`config.mk`:
```
export PLATFORM = sky130hd
export DESIGN_NAME = ex_iter_multdiv_flat
export DESIGN_NICKNAME = d
export VERILOG_FILES = /design/src/rtl/ex_iter_multdiv_if.sv /design/src/rtl/ex_iter_multdiv.sv /design/src/flat_wrapper.sv
export SDC_FILE = /design/constraint.sdc
export NUM_CORES = 1
export LEC_CHECK = 0
export ABC_AREA = 1
export BUFFER_PORTS_ARGS = -buffer_cell sky130_fd_sc_hd__buf_2
export CAP_MARGIN = 0
export CORE_MARGIN = 2
export CORE_UTILIZATION = 55
export DETAILED_ROUTE_END_ITERATION = 10
export GPL_ROUTABILITY_DRIVEN = 0
export MAX_ROUTING_LAYER = met4
export PLACE_DENSITY = 0.78
export SETUP_SLACK_MARGIN = 0.4
export SYNTH_ARGS = -nofsm -noshare
export SYNTH_HDL_FRONTEND = slang
export SYNTH_SLANG_ARGS = --single-unit
```
`constraint.sdc`:
```
create_clock -name clk -period 11.65 [get_ports clk]
set_clock_uncertainty 0.05 [all_clocks]
set_input_delay 2.33 -clock clk [delete_from_list [all_inputs] [get_ports clk]]
set_output_delay 2.33 -clock clk [all_outputs]
set_load 0.005 [all_outputs]
```
`src/rtl/ex_iter_multdiv_if.sv`:
```
// Handshake bundle between the EX stage and the iterative multiply/divide unit.
//   start      EX -> unit   request, sampled only while the unit is idle
//   op         EX -> unit   00 MULT, 01 MULTU, 10 DIV, 11 DIVU
//   operand_1  EX -> unit   multiplicand / dividend
//   operand_2  EX -> unit   multiplier / divisor
//   flush      EX -> unit   cancel any operation in flight
//   busy       unit -> EX   operation in progress (EX stalls)
//   done       unit -> EX   one-cycle pulse, result valid
//   result     unit -> EX   {HI,LO}
interface ex_iter_multdiv_if #(
    parameter int unsigned DATA_W = 32
);
    logic                  start;
    logic [1:0]            op;
    logic [DATA_W-1:0]     operand_1;
    logic [DATA_W-1:0]     operand_2;
    logic                  flush;
    logic                  busy;
    logic                  done;
    logic [2*DATA_W-1:0]   result;

    modport master (
        output start, op, operand_1, operand_2, flush,
        input  busy, done, result
    );

    modport slave (
        input  start, op, operand_1, operand_2, flush,
        output busy, done, result
    );
endinterface

```
`src/rtl/ex_iter_multdiv.sv`:
```
// Iterative radix-2 multiply/divide unit for the EX stage MULT/MULTU/DIV/DIVU path.
// One shift-add (multiply) or restoring-division step per cycle; DATA_W steps per operation,
// with an early exit only for divide-by-zero.
//   clk   system clock, rising edge
//   rst   asynchronous, active-high reset
//   bus   slave side of ex_iter_multdiv_if (start/op/operands/flush in, busy/done/result out)
module ex_iter_multdiv #(
    parameter int unsigned DATA_W = 32
) (
    input  logic               clk,
    input  logic               rst,
    ex_iter_multdiv_if.slave   bus
);
    localparam int unsigned CNT_W = $clog2(DATA_W) + 1;

    typedef enum logic [1:0] {StIdle, StMul, StDiv, StDone} state_e;

    state_e                state_q;
    logic [CNT_W-1:0]      cnt_q;
    logic                  neg_q;       // operand signs differ: negate product / quotient
    logic                  rem_neg_q;   // dividend negative: negate remainder
    logic [2*DATA_W-1:0]   acc_q;       // product accumulator
    logic [2*DATA_W-1:0]   mcand_q;     // multiplicand, shifted left each step
    logic [DATA_W-1:0]     mplier_q;    // multiplier (shifted right) or divisor (static)
    logic [DATA_W-1:0]     quot_q;      // dividend bits shift out as quotient bits shift in
    logic [DATA_W:0]       rem_q;       // partial remainder
    logic [2*DATA_W-1:0]   result_q;
    logic                  done_q;

    // Operand magnitudes for signed ops; MIN maps onto itself, which is the correct
    // unsigned magnitude 2^(DATA_W-1).
    logic                  signed_op;
    logic                  op1_neg;
    logic                  op2_neg;
    logic [DATA_W-1:0]     mag1;
    logic [DATA_W-1:0]     mag2;

    always_comb begin
        signed_op = ~bus.op[0];
        op1_neg   = signed_op & bus.operand_1[DATA_W-1];
        op2_neg   = signed_op & bus.operand_2[DATA_W-1];
        mag1      = op1_neg ? -bus.operand_1 : bus.operand_1;
        mag2      = op2_neg ? -bus.operand_2 : bus.operand_2;
    end

    // Single-step datapath plus the sign fix-up applied on the final step.
    logic [2*DATA_W-1:0]   mul_acc_nxt;
    logic [2*DATA_W-1:0]   mul_fix;
    logic [DATA_W:0]       div_shift;
    logic [DATA_W:0]       div_trial;
    logic [DATA_W:0]       div_rem_nxt;
    logic [DATA_W-1:0]     div_quot_nxt;
    logic [DATA_W-1:0]     quot_fix;
    logic [DATA_W-1:0]     rem_fix;

    always_comb begin
        mul_acc_nxt  = mplier_q[0] ? (acc_q + mcand_q) : acc_q;
        mul_fix      = neg_q ? -mul_acc_nxt : mul_acc_nxt;
        div_shift    = {rem_q[DATA_W-1:0], quot_q[DATA_W-1]};
        div_trial    = div_shift - {1'b0, mplier_q};
        // Top bit of the trial set means the subtraction borrowed: restore.
        div_rem_nxt  = div_trial[DATA_W] ? div_shift : div_trial;
        div_quot_nxt = {quot_q[DATA_W-2:0], ~div_trial[DATA_W]};
        quot_fix     = neg_q ? -div_quot_nxt : div_quot_nxt;
        rem_fix      = rem_neg_q ? -div_rem_nxt[DATA_W-1:0] : div_rem_nxt[DATA_W-1:0];
    end

    always_ff @(posedge clk or posedge rst) begin
        if (rst) begin
            state_q   <= StIdle;
            cnt_q     <= '0;
            neg_q     <= 1'b0;
            rem_neg_q <= 1'b0;
            acc_q     <= '0;
            mcand_q   <= '0;
            mplier_q  <= '0;
            quot_q    <= '0;
            rem_q     <= '0;
            result_q  <= '0;
            done_q    <= 1'b0;
        end else if (bus.flush) begin
            state_q <= StIdle;
            done_q  <= 1'b0;
        end else begin
            unique case (state_q)
                StIdle: begin
                    done_q <= 1'b0;
                    if (bus.start) begin
                        neg_q     <= op1_neg ^ op2_neg;
                        rem_neg_q <= op1_neg;
                        cnt_q     <= CNT_W'(DATA_W);
                        acc_q     <= '0;
                        mcand_q   <= {{DATA_W{1'b0}}, mag1};
                        mplier_q  <= mag2;
                        quot_q    <= mag1;
                        rem_q     <= '0;
                        if (bus.op[1] && (bus.operand_2 == '0)) begin
                            result_q <= {bus.operand_1, {DATA_W{1'b1}}};
                            done_q   <= 1'b1;
                            state_q  <= StDone;
                        end else begin
                            state_q <= bus.op[1] ? StDiv : StMul;
                        end
                    end
                end
                StMul: begin
                    acc_q    <= mul_acc_nxt;
                    mcand_q  <= mcand_q << 1;
                    mplier_q <= mplier_q >> 1;
                    cnt_q    <= cnt_q - 1'b1;
                    if (cnt_q == CNT_W'(1)) begin
                        result_q <= mul_fix;
                        done_q   <= 1'b1;
                        state_q  <= StDone;
                    end
                end
                StDiv: begin
                    rem_q  <= div_rem_nxt;
                    quot_q <= div_quot_nxt;
                    cnt_q  <= cnt_q - 1'b1;
                    if (cnt_q == CNT_W'(1)) begin
                        result_q <= {rem_fix, quot_fix};
                        done_q   <= 1'b1;
                        state_q  <= StDone;
                    end
                end
                StDone: begin
                    done_q  <= 1'b0;
                    state_q <= StIdle;
                end
                default: begin
                    done_q  <= 1'b0;
                    state_q <= StIdle;
                end
            endcase
        end
    end

    assign bus.busy   = (state_q != StIdle);
    assign bus.done   = done_q & ~bus.flush;
    assign bus.result = result_q;
endmodule

```
`src/flat_wrapper.sv`:
```
// flat-port wrapper written by rule: the top's interface ports become plain ports
module ex_iter_multdiv_flat 
#(
    parameter int unsigned DATA_W = 32
)
  (clk, rst, bus_start, bus_op, bus_operand_1, bus_operand_2, bus_flush, bus_busy, bus_done, bus_result);
  ex_iter_multdiv_if #(.DATA_W(DATA_W)) bus_i ();
  input  logic clk;
  input  logic rst;
  input wire logic [$bits(bus_i.start)-1:0] bus_start;
  input wire logic [$bits(bus_i.op)-1:0] bus_op;
  input wire logic [$bits(bus_i.operand_1)-1:0] bus_operand_1;
  input wire logic [$bits(bus_i.operand_2)-1:0] bus_operand_2;
  input wire logic [$bits(bus_i.flush)-1:0] bus_flush;
  output wire logic [$bits(bus_i.busy)-1:0] bus_busy;
  output wire logic [$bits(bus_i.done)-1:0] bus_done;
  output wire logic [$bits(bus_i.result)-1:0] bus_result;
  assign bus_i.start = bus_start;
  assign bus_i.op = bus_op;
  assign bus_i.operand_1 = bus_operand_1;
  assign bus_i.operand_2 = bus_operand_2;
  assign bus_i.flush = bus_flush;
  assign bus_busy = bus_i.busy;
  assign bus_done = bus_i.done;
  assign bus_result = bus_i.result;
  ex_iter_multdiv #(.DATA_W(DATA_W)) u_core (.clk(clk), .rst(rst), .bus(bus_i));
endmodule
```
==> results.txt <==
status - completed
Area Growth Syn to Fin - 8.62%
kind of critical path - register to register
mean routed wirelength per cell - 18.2 um
net switching fraction of the power - 58.2%
Multi-input gate area - 16800 sq um
Seq pwr share - 19.2%
Root Driver - clkbuf_16
synthesized instance count - 4628
Crit Path Max Fanout - 45
share of layout cells above drive strength 1 - 7.47%
Post-synth EDFFs - 0
synth unique cells - 59
worst-margin pin slew - 1.11 ns
synth top area cells - dfrtp_1 (27%), nand2_1 (20%), inv_1 (9.6%), nand3_1 (6.8%), o21ai_0 (6.1%)
Util after Layout - 60.1%
share of flip-flops with an asynchronous set or reset - 100%
Initial Util - 55.3%
first-pass GRT wire length - 152000 um
initial DRC count - 4075
synth cell count leaders - nand2_1 (1490), inv_1 (708), nor2_1 (425), nand3_1 (374), o21ai_0 (335)
initial antenna violation count - 1
Final setup viols - 0
cts hold-fix bufs - 0
setup repair after global routing missed its margin - no
# clock sinks - 299
Longest Clk Path Bufs - 3
CP most frequent cell - nand2_1
LEAKAGE - 15.8 nW
CP required - 12.10 ns
gr usage total - 37.8%
clk_lat worst skew - 0.59 ns
final non-filler cell total - 5385
sequential area share after synthesis - 27.1%
critical path arrival - 5.95 ns
Yosys reg bits - 299
Final Hold Fails - 0
Post-Syn Area per Cell - 5.96 sq um
Die ar. - 52000 sq um
FILL cells - 4908
Internal - 0.00414 W
router iterations before antenna repair - 7
GRT overflow - 0
Reg area - 7490 sq um
post-detail-place hpwl - 75300 um
prevailing post-synth register cell - dfrtp_1
Slowest cell on crit path - buf_4
largest net degree at the start of global routing - 106
total CTS buffers - 38
Hold Slack - 0.426 ns
Critical Path End Type - register
IO Port Bufs - 135
final setup TNS - 0 ns
vias in the first global route - 27400
P per Cell Area - 330 nW/um^2
cell area after synthesis - 27600 sq um
DRC viols - 0
Final Cycle Share - 47.2%
hold crit path type - register to register
Nets - 4861
I/O pin count - 136
post-layout minimum cycle time - 5.50 ns
largest area contributor in the netlist - dfrtp_1
Switch Pwr - 0.00576 W
DR vias/cell - 5.76
H-tree depth - 2
Placeable Area - 49900 sq um
top-area cell type share of the netlist area - 27.1%
Comb pwr share - 68.7%
Clock transition at path regs - 0.06 ns
row count - 82
PostCTS Resize Cnt - 0
via count - 31000
clock power share - 12.1%
maximum clock frequency - 182 MHz
placed insts - 5314
Slew HR - 25.8%
Final Slew Violations - 0
most frequent cell after synthesis - nand2_1
antenna viol nets, final - 0
height of the die - 228 um
Synth Warn # - 0
max incr delay on CP - 0.46 ns
postcts setup bufs - 0
Startpoint Class - register
maximum vdd drop - 0.000263 V
Design Power - 0.00989 W
Max-Cap Viols - 0
Die X-Extent - 228 um
Mapped Nets - 4807
CTS tree - built
final WL - 97800 um
==> logic make-up after synthesis <==
group / share of synthesized area (%)
XOR/XNOR: 1.94
flip-flops: 27.1
adder cells (fa/ha/maj): 5.00
buffers and inverters: 12.2
AO/OA/AOI/OAI: 15.9
AND/OR/NAND/NOR: 37.9
==> through the flow <==
stage / area, sq um / setup slack [ns]
finish: 30000 / 6.15
global route: 30000 / 5.57
CTS: 30000 / 6.25
detailed placement: 28700 / 6.03
global placement: 28700 / 6.12
floorplan: 27600 / 1.01
==> power by group through the flow <==
| stage | combinational [W] | clock (W) | sequential (W) |
|---|---|---|---|
| 2_1_floorplan | 0.00492 | 0 | 0.00171 |
| 3_3_place_gp | 0.00644 | 0 | 0.00188 |
| 3_5_place_dp | 0.00654 | 0 | 0.00188 |
| 4_1_cts | 0.00660 | 0.00119 | 0.00187 |
| 5_1_grt | 0.00753 | 0.00124 | 0.00193 |
| 6_report | 0.00680 | 0.00119 | 0.00190 |
==> cells in the final DEF, fill, tap and decap left out, drive strengths merged, types with 17 or more instances in the layout <==
master,count
nor2,454
nand2,1524
nand4,56
nor3,43
xnor2,17
nand3,383
o22ai,73
o211ai,33
dfrtp,299
buf,163
ha,107
a31oi,27
o21ai,374
clkbuf,55
inv,722
a21oi,229
xor2,44
==> per-layer routing <==
metal  part of all wire [%]  up-vias  wire, um  GRT usage [%]
met3                     12      262     12000           6.50
met2                     42     1776     40900           55.0
met4                    4.4        0      4290           13.6
li1                       -    14900         -              -
met5                      0        -         0              -
met1                     41    14100     40600           52.8
==> cell type report <==
cell class	instances	share of cell area, %
Timing Repair Buffer	163	2.96
Sequential cell	299	25.0
Clock inverter	15	0.518
Inverter	724	9.10
Antenna cell	1	0.00835
Tap cell	672	2.81
Clock buffer	55	3.59
Multi-Input combinational cell	3456	56.0
==> registers in the layout (all words and copies together) (netlist names) <==
name and flops:
u_core.mplier_q 32, u_core.neg_q 1, u_core.cnt_q 6, u_core.acc_q 64
u_core.done_q 1, u_core.mcand_q 64, u_core.rem_q 32, u_core.state_q 2
u_core.quot_q 32, u_core.rem_neg_q 1, u_core.bus.result 64
==> critical path, delay by kind of cell, from the launching register on <==
family | cells | cell delay, ns
buffers and inverters | 3 | 0.58
AO/OA/AOI/OAI | 2 | 0.35
adder cells (fa/ha/maj) | 3 | 0.94
flip-flops | 1 | 0.33
AND/OR/NAND/NOR | 21 | 3.15
==> path summary, 6_finish.rpt <==
path / start / to / slack, ns / depth (start not counted)
hold reg to reg: u_core.bus.result[54] / u_core.bus.result[54] / 0.43 / 2
setup / recovery: u_core.mplier_q[0] / u_core.bus.result[30] / 6.15 / 29
hold / removal: u_core.bus.result[54] / u_core.bus.result[54] / 0.43 / 2
max in group asynchronous: rst / u_core.quot_q[0] / 7.46 / 4
setup reg to reg: u_core.mplier_q[0] / u_core.bus.result[30] / 6.15 / 29
min in group asynchronous: rst / u_core.mplier_q[28] / 1.76 / 2
(Power assumes the default switching activity.)
